**src/rtl/cpu_pkg.sv**
```systemverilog
`default_nettype none
// +----------------------------------------------------------------------+
// | Package : cpu_pkg                                                    |
// | Purpose : Shared CPU encodings: 4-bit ALU opcodes carried in the     |
// |           instruction word, memory row encodings, and ALU function   |
// |           codes.                                                     |
// | Revision: 1.0  initial release                                       |
// +----------------------------------------------------------------------+
package cpu_pkg;

  // ALU opcodes (IR[OPC_LSB+3:OPC_LSB])
  localparam logic [3:0] ALU_LW   = 4'b0000;
  localparam logic [3:0] ALU_SW   = 4'b0001;
  localparam logic [3:0] ALU_ADDU = 4'b0010;
  localparam logic [3:0] ALU_SUBU = 4'b0011;
  localparam logic [3:0] ALU_AND  = 4'b0100;
  localparam logic [3:0] ALU_OR   = 4'b0101;
  localparam logic [3:0] ALU_XOR  = 4'b0110;
  localparam logic [3:0] ALU_BGE  = 4'b0111;
  localparam logic [3:0] ALU_J    = 4'b1000;
  localparam logic [3:0] ALU_ADDI = 4'b1001;
  localparam logic [3:0] ALU_SLL  = 4'b1010;
  localparam logic [3:0] ALU_SRL  = 4'b1011;
  localparam logic [3:0] ALU_MUL  = 4'b1100;
  localparam logic [3:0] ALU_MULI = 4'b1101;

  // Memory operation presented to the MEM stage
  typedef logic [1:0] row_t;
  localparam row_t ROW_NOP = 2'b00;
  localparam row_t ROW_RD  = 2'b01;
  localparam row_t ROW_WR  = 2'b10;

  // ALU function codes used by the execute stage
  localparam logic [3:0] OP_ADD = 4'd0;
  localparam logic [3:0] OP_SUB = 4'd1;
  localparam logic [3:0] OP_AND = 4'd2;
  localparam logic [3:0] OP_OR  = 4'd3;
  localparam logic [3:0] OP_XOR = 4'd4;
  localparam logic [3:0] OP_SLL = 4'd5;
  localparam logic [3:0] OP_SRL = 4'd6;
  localparam logic [3:0] OP_MUL = 4'd7;
  localparam logic [3:0] OP_CMP = 4'd8;

endpackage
`default_nettype wire

```
**src/rtl/ex_mem_decode.sv**
```systemverilog
`default_nettype none
// +----------------------------------------------------------------------+
// | Module  : ex_mem_decode                                              |
// | Purpose : Combinational decode of an incoming EX bundle into the     |
// |           memory row (nop/read/write) and the taken flag for J/BGE.  |
// | Ports   : ir_i     instruction word                                  |
// |           data1_i  ALU result / BGE compare operand (signed)         |
// |           row_o    ROW_NOP / ROW_RD / ROW_WR                         |
// |           taken_o  1 when the bundle redirects fetch                 |
// | Revision: 1.0  initial release                                       |
// +----------------------------------------------------------------------+
module ex_mem_decode
  import cpu_pkg::*;
#(
  parameter int DATA_W  = 32,
  parameter int IR_W    = 32,
  parameter int OPC_LSB = 28
) (
  input  logic [IR_W-1:0]   ir_i,
  input  logic [DATA_W-1:0] data1_i,
  output logic [1:0]        row_o,
  output logic              taken_o
);

  logic [3:0] w_opc;
  logic       w_unused;

  assign w_opc = ir_i[OPC_LSB+3:OPC_LSB];

  // Only the opcode field and the sign of data1 matter here.
  assign w_unused = ^{ir_i, data1_i};

  always_comb begin
    row_o   = ROW_NOP;
    taken_o = 1'b0;
    case (w_opc)
      ALU_LW:  row_o   = ROW_RD;
      ALU_SW:  row_o   = ROW_WR;
      ALU_J:   taken_o = 1'b1;
      // Signed data1 >= 0 is simply a clear sign bit.
      ALU_BGE: taken_o = ~data1_i[DATA_W-1];
      default: ;
    endcase
  end

endmodule
`default_nettype wire

```
**src/rtl/ex_mem_pipe.sv**
```systemverilog
`default_nettype none
// +----------------------------------------------------------------------+
// | Module  : ex_mem_pipe                                                |
// | Purpose : EX->MEM pipeline stage with valid/ready on both sides, a   |
// |           two-entry (main + skid) buffer, flush, memory-op decode    |
// |           and a one-cycle redirect pulse for taken J/BGE.            |
// | Ports   : clk_i, rst_n_i (async, active-low)                         |
// |           in_valid_i/in_ready_o, data1_i, data2_i, IR_i  (from EX)   |
// |           flush_i                                                    |
// |           out_valid_o/out_ready_i, data1_o, data2_o, IR_o, row_o     |
// |           redirect_o, redirect_target_o  (toward fetch)              |
// | Revision: 1.0  initial release                                       |
// +----------------------------------------------------------------------+
module ex_mem_pipe
  import cpu_pkg::*;
#(
  parameter int DATA_W  = 32,
  parameter int IR_W    = 32,
  parameter int OPC_LSB = 28
) (
  input  logic              clk_i,
  input  logic              rst_n_i,
  input  logic              in_valid_i,
  output logic              in_ready_o,
  input  logic [DATA_W-1:0] data1_i,
  input  logic [DATA_W-1:0] data2_i,
  input  logic [IR_W-1:0]   IR_i,
  input  logic              flush_i,
  output logic              out_valid_o,
  input  logic              out_ready_i,
  output logic [DATA_W-1:0] data1_o,
  output logic [DATA_W-1:0] data2_o,
  output logic [IR_W-1:0]   IR_o,
  output logic [1:0]        row_o,
  output logic              redirect_o,
  output logic [DATA_W-1:0] redirect_target_o
);

  // Main entry (drives the outputs)
  logic              r_vm;
  logic [DATA_W-1:0] r_m_data1;
  logic [DATA_W-1:0] r_m_data2;
  logic [IR_W-1:0]   r_m_ir;
  logic [1:0]        r_m_row;
  logic              r_m_taken;

  // Skid entry
  logic              r_vs;
  logic [DATA_W-1:0] r_s_data1;
  logic [DATA_W-1:0] r_s_data2;
  logic [IR_W-1:0]   r_s_ir;
  logic [1:0]        r_s_row;
  logic              r_s_taken;

  logic              r_in_ready;
  logic              r_redirect;
  logic [DATA_W-1:0] r_target;

  logic [1:0]        w_row;
  logic              w_taken;
  logic [DATA_W-1:0] w_store_d1;
  logic              w_push;
  logic              w_pop;
  logic              w_vm_nxt;
  logic              w_vs_nxt;
  logic              w_ld_main_in;
  logic              w_ld_main_skid;
  logic              w_ld_skid;
  logic              w_unused;

  ex_mem_decode #(
    .DATA_W  (DATA_W),
    .IR_W    (IR_W),
    .OPC_LSB (OPC_LSB)
  ) u_decode (
    .ir_i    (IR_i),
    .data1_i (data1_i),
    .row_o   (w_row),
    .taken_o (w_taken)
  );

  // A taken bundle carries its target in the data1 slot downstream.
  assign w_store_d1 = w_taken ? data2_i : data1_i;

  // A bundle handed over during flush is dropped as if never offered.
  assign w_push = in_valid_i && r_in_ready && !flush_i;
  assign w_pop  = r_vm && out_ready_i;

  always_comb begin
    w_vm_nxt       = r_vm;
    w_vs_nxt       = r_vs;
    w_ld_main_in   = 1'b0;
    w_ld_main_skid = 1'b0;
    w_ld_skid      = 1'b0;
    if (flush_i) begin
      w_vm_nxt = 1'b0;
      w_vs_nxt = 1'b0;
    end else if (!r_vm || (w_pop && !r_vs)) begin
      // Main empty or draining with nothing behind it: input goes to main.
      w_vm_nxt     = w_push;
      w_ld_main_in = w_push;
    end else if (w_pop) begin
      // Main draining with skid full: skid advances, new bundle refills skid.
      w_vm_nxt       = 1'b1;
      w_ld_main_skid = 1'b1;
      w_vs_nxt       = w_push;
      w_ld_skid      = w_push;
    end else if (w_push) begin
      // Main held: park the new bundle in skid.
      w_vs_nxt  = 1'b1;
      w_ld_skid = 1'b1;
    end
  end

  always_ff @(posedge clk_i or negedge rst_n_i) begin
    if (!rst_n_i) begin
      r_vm       <= 1'b0;
      r_vs       <= 1'b0;
      r_m_data1  <= '0;
      r_m_data2  <= '0;
      r_m_ir     <= '0;
      r_m_row    <= ROW_NOP;
      r_m_taken  <= 1'b0;
      r_s_data1  <= '0;
      r_s_data2  <= '0;
      r_s_ir     <= '0;
      r_s_row    <= ROW_NOP;
      r_s_taken  <= 1'b0;
      r_in_ready <= 1'b1;
      r_redirect <= 1'b0;
      r_target   <= '0;
    end else begin
      r_vm       <= w_vm_nxt;
      r_vs       <= w_vs_nxt;
      r_in_ready <= !w_vs_nxt;
      r_redirect <= w_push && w_taken;
      if (w_push && w_taken) begin
        r_target <= data2_i;
      end
      if (w_ld_main_in) begin
        r_m_data1 <= w_store_d1;
        r_m_data2 <= data2_i;
        r_m_ir    <= IR_i;
        r_m_row   <= w_row;
        r_m_taken <= w_taken;
      end else if (w_ld_main_skid) begin
        r_m_data1 <= r_s_data1;
        r_m_data2 <= r_s_data2;
        r_m_ir    <= r_s_ir;
        r_m_row   <= r_s_row;
        r_m_taken <= r_s_taken;
      end
      if (w_ld_skid) begin
        r_s_data1 <= w_store_d1;
        r_s_data2 <= data2_i;
        r_s_ir    <= IR_i;
        r_s_row   <= w_row;
        r_s_taken <= w_taken;
      end
    end
  end

  // The taken flag travels with each entry for downstream visibility only.
  assign w_unused = r_m_taken ^ r_s_taken;

  assign in_ready_o        = r_in_ready;
  assign out_valid_o       = r_vm;
  assign data1_o           = r_m_data1;
  assign data2_o           = r_m_data2;
  assign IR_o              = r_m_ir;
  assign row_o             = r_m_row;
  assign redirect_o        = r_redirect;
  assign redirect_target_o = r_target;

endmodule
`default_nettype wire

```
**config.mk**
```make
export PLATFORM = sky130hd
export DESIGN_NAME = ex_mem_pipe
export DESIGN_NICKNAME = d
export VERILOG_FILES = /design/src/rtl/cpu_pkg.sv /design/src/rtl/ex_mem_decode.sv /design/src/rtl/ex_mem_pipe.sv
export SDC_FILE = /design/constraint.sdc
export NUM_CORES = 1
export LEC_CHECK = 0
export BUFFER_PORTS_ARGS = -buffer_cell sky130_fd_sc_hd__buf_4
export CAP_MARGIN = 20
export CORE_ASPECT_RATIO = 2
export CORE_MARGIN = 3
export CORE_UTILIZATION = 39
export DETAILED_ROUTE_END_ITERATION = 10
export MAX_ROUTING_LAYER = met4
export PLACE_DENSITY = 0.67
export SKIP_LAST_GASP = 1
export SLEW_MARGIN = 20
export SYNTH_ARGS = -nofsm -noshare
export SYNTH_HDL_FRONTEND = slang
export SYNTH_SLANG_ARGS = --single-unit
```
**constraint.sdc**
```tcl
create_clock -name clk_i -period 5.48 [get_ports clk_i]
set_input_delay 0.548 -clock clk_i [delete_from_list [all_inputs] [get_ports clk_i]]
set_output_delay 0.548 -clock clk_i [all_outputs]
set_load 0.005 [all_outputs]
```
==> run_results.csv <==
group,metric,value,unit
pwr,power_per_cell_area,392,mW/mm^2
clock_network,cts-resized-gates,0,
clock_network,cts_root_buf,"sky130_fd_sc_hd__clkbuf_16",
die,core-area,0.0246,mm^2
final_layout,num-fill-cells,2314,
die,die_w,118,um
critical_path,cp_data_arrival_time,3.05,ns
critical_path,critical_path_required,5.88,ns
timing,period_share,0.483,
clock_network,cts.htree.levels,1,
critical_path,critical_path_peak_fanout,26,
placement,dp_hpwl,18.6,mm
drt,drtIter0Drc,528,
timing,slew_headroom,0.377,
global_route,groute.layer.met2.usage,0.388,
final_layout,post_layout_nonfiller_instances,1585,
drt,drc,0,
yosys,yosys.area_share.simple,0.219,
global_route,via_count_of_the_first_global_routing_pass,8144,
timing,rsz0062_at_grt,"false",
run_status,run_status,"finished clean",
timing,max_slew.worst_pin.slew,0.934,ns
timing,final-setup-viol-count,0,
hold_path,hp-class,"input pin to asynchronous set/reset pin",
final_layout,finalNetCount,1342,
critical_path,crit_buf_inv,1,
clock_network,cts-root-to-sink-buffers,3,
clock_network,cts_stage_hold_buffer_count,0,
yosys,post_synth_xor_area_fraction,0,
critical_path,critical_path.top_delay_family,"simple AND/OR/NAND/NOR gates",
yosys,postSynthAreaPerCell,9.37,um^2
drt,routed_wire_length_per_instance,17.9,um
global_route,grt_start_max_net_pins,122,
timing,hold_viol_final,0,
drt,antenna_left,0,
timing,finalMaxSlewViolations,0,
yosys,synth_cell_type_count,34,
clock_network,post_cts.repair.setup_buffers,0,
yosys,yosys-mux-area-fraction,0.0708,
die,top_level_ports,234,
clock_network,worst_path_clk_slew,0.07,ns
clock_network,tritoncts.num_buffers,22,
placement,dp_cells,1548,
placement,dp_worst_setup_slack,2.45,ns
clock_network,clkSinkCount,232,
die,initial_utilization,0.398,
final_layout,antenna_cells_inserted,0,
critical_path,category_of_the_worst_setup_path_launch_point,"flop",
global_route,overflow,0,
final_layout,final_layout_size_suffix_gt1_frac,0.255,
critical_path,critPathCaptureType,"flop",
timing,fin_worst_skew,0.00822,ns
yosys,syn-instance-count,1045,
critical_path,critical_path.max_stage_delay,0.90,ns
die,num_rows,81,
global_route,grt_antenna_before_repair,0,
clock_network,tritoncts,"built",
drt,routed-via-count,7987,
timing,final.setup.tns,0,ns
drt,vias_per_cell,5.04,
critical_path,crit_chain,"nand2_1 > nor4bb_4 > buf_4 > mux2_2",
global_route,top_usage_layer,"met2",
yosys,synth-compound-area-share,0.0838,
die,die_h,230,um
yosys,synthesis.area,0.00979,mm^2
global_route,globalRouteMet3Util,0.0271,
flow_run,drv_cap,0,
yosys,synth_warnings,0,
critical_path,worstSetupPathType,"flop to flop",
placement,place.gp.congestion,0.801,
global_route,grt_pass1_wl,44.5,mm
die,die_area,0.0272,mm^2
drt,route.final.wire_length,28.4,mm
yosys,mappedNetlistNets,1146,
placement,io_buffers,233,
global_route,track_usage,0.211,
timing,fin_worst_hold_slack,0.0986,ns
critical_path,critical-path-slowest-cell,"sky130_fd_sc_hd__nor4bb_4",
pwr,max-vdd-ir-drop,0.000252,V
global_route,use_met1,0.226,
yosys,synth_fa_ha_area_frac,0,
timing,timing.final.crit_period,2.65,ns
yosys,yosys_register_bits,232,
drt,firstDrtPassIters,4,
yosys,synth_sequential_area_ratio,0.593,
final_layout,area_growth,28.4,%
clock_network,insertion_delay,0.52,ns
yosys,dominant_combinational_cell_family_by_area_after_synthesis,"simple AND/OR/NAND/NOR gates",
timing,max_freq,0.378,GHz
pwr,cellLeakagePower,6.16,nW
timing,postLayoutSetupSlackWorst,2.83,ns
## area by class of cell
class / instances / area, um^2 / area share
flip-flops and latches: 232 / 5810 / 0.462
multi-input cells: 738 / 3730 / 0.296
repair buffers: 246 / 1900 / 0.151
clock buffers: 27 / 611 / 0.0486
well taps: 332 / 415 / 0.0330
clock inverters: 9 / 108 / 0.00856
inverters: 1 / 3.75 / 0.000299
## per-layer routing
layer,vias up,share of wire
li1,3826,-
met1,3903,0.37
met2,206,0.55
met3,52,0.039
met4,0,0.041
met5,-,0
## through the flow
stage | total power [mW] | area, um^2 | utilization
floorplan | 2.81 | 9790 | -
global placement | 3.38 | 11800 | 0.480
detailed placement | 3.42 | 11800 | 0.480
CTS | 4.99 | 12500 | 0.509
global route | 5.20 | 12600 | 0.510
finish | 4.93 | 12600 | 0.510
## registers in the layout, indices dropped and copies added, names as in the netlist
name and count:
row_o 2, redirect_target_o 32, in_ready_o 1, redirect_o 1
r_s_data1 32, r_s_data2 32, data1_o 32, data2_o 32
r_vs 1, out_valid_o 1, r_s_row 2, r_s_ir 32
IR_o 32
## cells in the final DEF (no fill, tap or decap), types with 2 or more instances in the layout
master                       count
sky130_fd_sc_hd__dfrtp_1       231
sky130_fd_sc_hd__mux2_2         31
sky130_fd_sc_hd__buf_4         242
sky130_fd_sc_hd__clkbuf_16      23
sky130_fd_sc_hd__a31oi_1        67
sky130_fd_sc_hd__nand2b_1        3
sky130_fd_sc_hd__nand2_1       392
sky130_fd_sc_hd__bufinv_16       2
sky130_fd_sc_hd__clkbuf_1        2
sky130_fd_sc_hd__buf_12          2
sky130_fd_sc_hd__mux2_1          3
sky130_fd_sc_hd__and3_1         31
sky130_fd_sc_hd__clkinv_4        2
sky130_fd_sc_hd__nand4b_1        2
sky130_fd_sc_hd__nor2_1         97
sky130_fd_sc_hd__clkinvlp_4      2
sky130_fd_sc_hd__clkbuf_8        2
sky130_fd_sc_hd__mux2i_1        31
sky130_fd_sc_hd__clkinv_2        3
sky130_fd_sc_hd__a21oi_1        64
## logic make-up after synthesis
kind of cell / Yosys count
flops: 232
simple gates: 533
compound gates: 140
mux: 65
buf+inv: 75
## worst paths after layout
check	startpoint	endpoint	slack (ns)	cells after the start
worst max register to register	in_ready_o$_DFF_PN1_	r_s_row[0]$_DFFE_PN0P_	2.83	4
max in group asynchronous	rst_n_i	data1_o[18]$_DFFE_PN0P_	4.22	2
worst max-delay path	in_ready_o$_DFF_PN1_	r_s_row[0]$_DFFE_PN0P_	2.83	4
worst min register to register	r_s_data2[16]$_DFFE_PN0P_	r_s_data2[16]$_DFFE_PN0P_	0.47	2
min in group clk_i	IR_i[20]	r_s_ir[20]$_DFFE_PN0P_	0.23	3
worst min-delay path	rst_n_i	data2_o[8]$_DFFE_PN0P_	0.1	1
## power breakdown
part           internal [mW]  leakage [nW]  switching (mW)
Combinational          0.552          3.07           0.467
Sequential              2.13          2.74           0.231
Clock                  0.886         0.349           0.662
Total                   3.57          6.16            1.36
## cell usage after synthesis
| master | number | area share |
|---|---|---|
| sky130_fd_sc_hd__o21bai_2 | 1 | 0.0011 |
| sky130_fd_sc_hd__nand2b_1 | 3 | 0.0019 |
| sky130_fd_sc_hd__o31a_1 | 1 | 0.00089 |
| sky130_fd_sc_hd__nor4b_2 | 1 | 0.0015 |
| sky130_fd_sc_hd__buf_1 | 4 | 0.0015 |
| sky130_fd_sc_hd__dfrtp_1 | 231 | 0.59 |
| sky130_fd_sc_hd__and3_1 | 31 | 0.020 |
| sky130_fd_sc_hd__a211oi_1 | 1 | 0.00077 |
| sky130_fd_sc_hd__a21o_1 | 1 | 0.00077 |
| sky130_fd_sc_hd__nor3b_4 | 1 | 0.0019 |
| sky130_fd_sc_hd__buf_6 | 3 | 0.0034 |
| sky130_fd_sc_hd__and4b_1 | 1 | 0.0010 |
| sky130_fd_sc_hd__o41ai_1 | 1 | 0.00089 |
| sky130_fd_sc_hd__mux2_2 | 31 | 0.036 |
| sky130_fd_sc_hd__buf_2 | 15 | 0.0077 |
| sky130_fd_sc_hd__nor2b_1 | 1 | 0.00064 |
| sky130_fd_sc_hd__nor4bb_1 | 1 | 0.0010 |
| sky130_fd_sc_hd__clkbuf_1 | 52 | 0.020 |
| sky130_fd_sc_hd__a211o_1 | 1 | 0.00089 |
| sky130_fd_sc_hd__a221o_1 | 1 | 0.0010 |
| sky130_fd_sc_hd__nor2_1 | 97 | 0.037 |
| sky130_fd_sc_hd__nand4bb_1 | 1 | 0.0011 |
| sky130_fd_sc_hd__nand4b_1 | 2 | 0.0018 |
| sky130_fd_sc_hd__nor4_1 | 1 | 0.00064 |
| sky130_fd_sc_hd__a41o_1 | 1 | 0.0010 |
| sky130_fd_sc_hd__dfstp_2 | 1 | 0.0027 |
| sky130_fd_sc_hd__a21oi_1 | 64 | 0.033 |
| sky130_fd_sc_hd__a31oi_1 | 67 | 0.043 |
| sky130_fd_sc_hd__mux2_1 | 3 | 0.0034 |
| sky130_fd_sc_hd__o2bb2ai_1 | 1 | 0.00089 |
| sky130_fd_sc_hd__nand2_1 | 392 | 0.15 |
| sky130_fd_sc_hd__nor3_1 | 1 | 0.00051 |
| sky130_fd_sc_hd__mux2i_1 | 31 | 0.032 |
| sky130_fd_sc_hd__inv_1 | 1 | 0.00038 |
No activity file was read; power rests on OpenSTA's default activity.
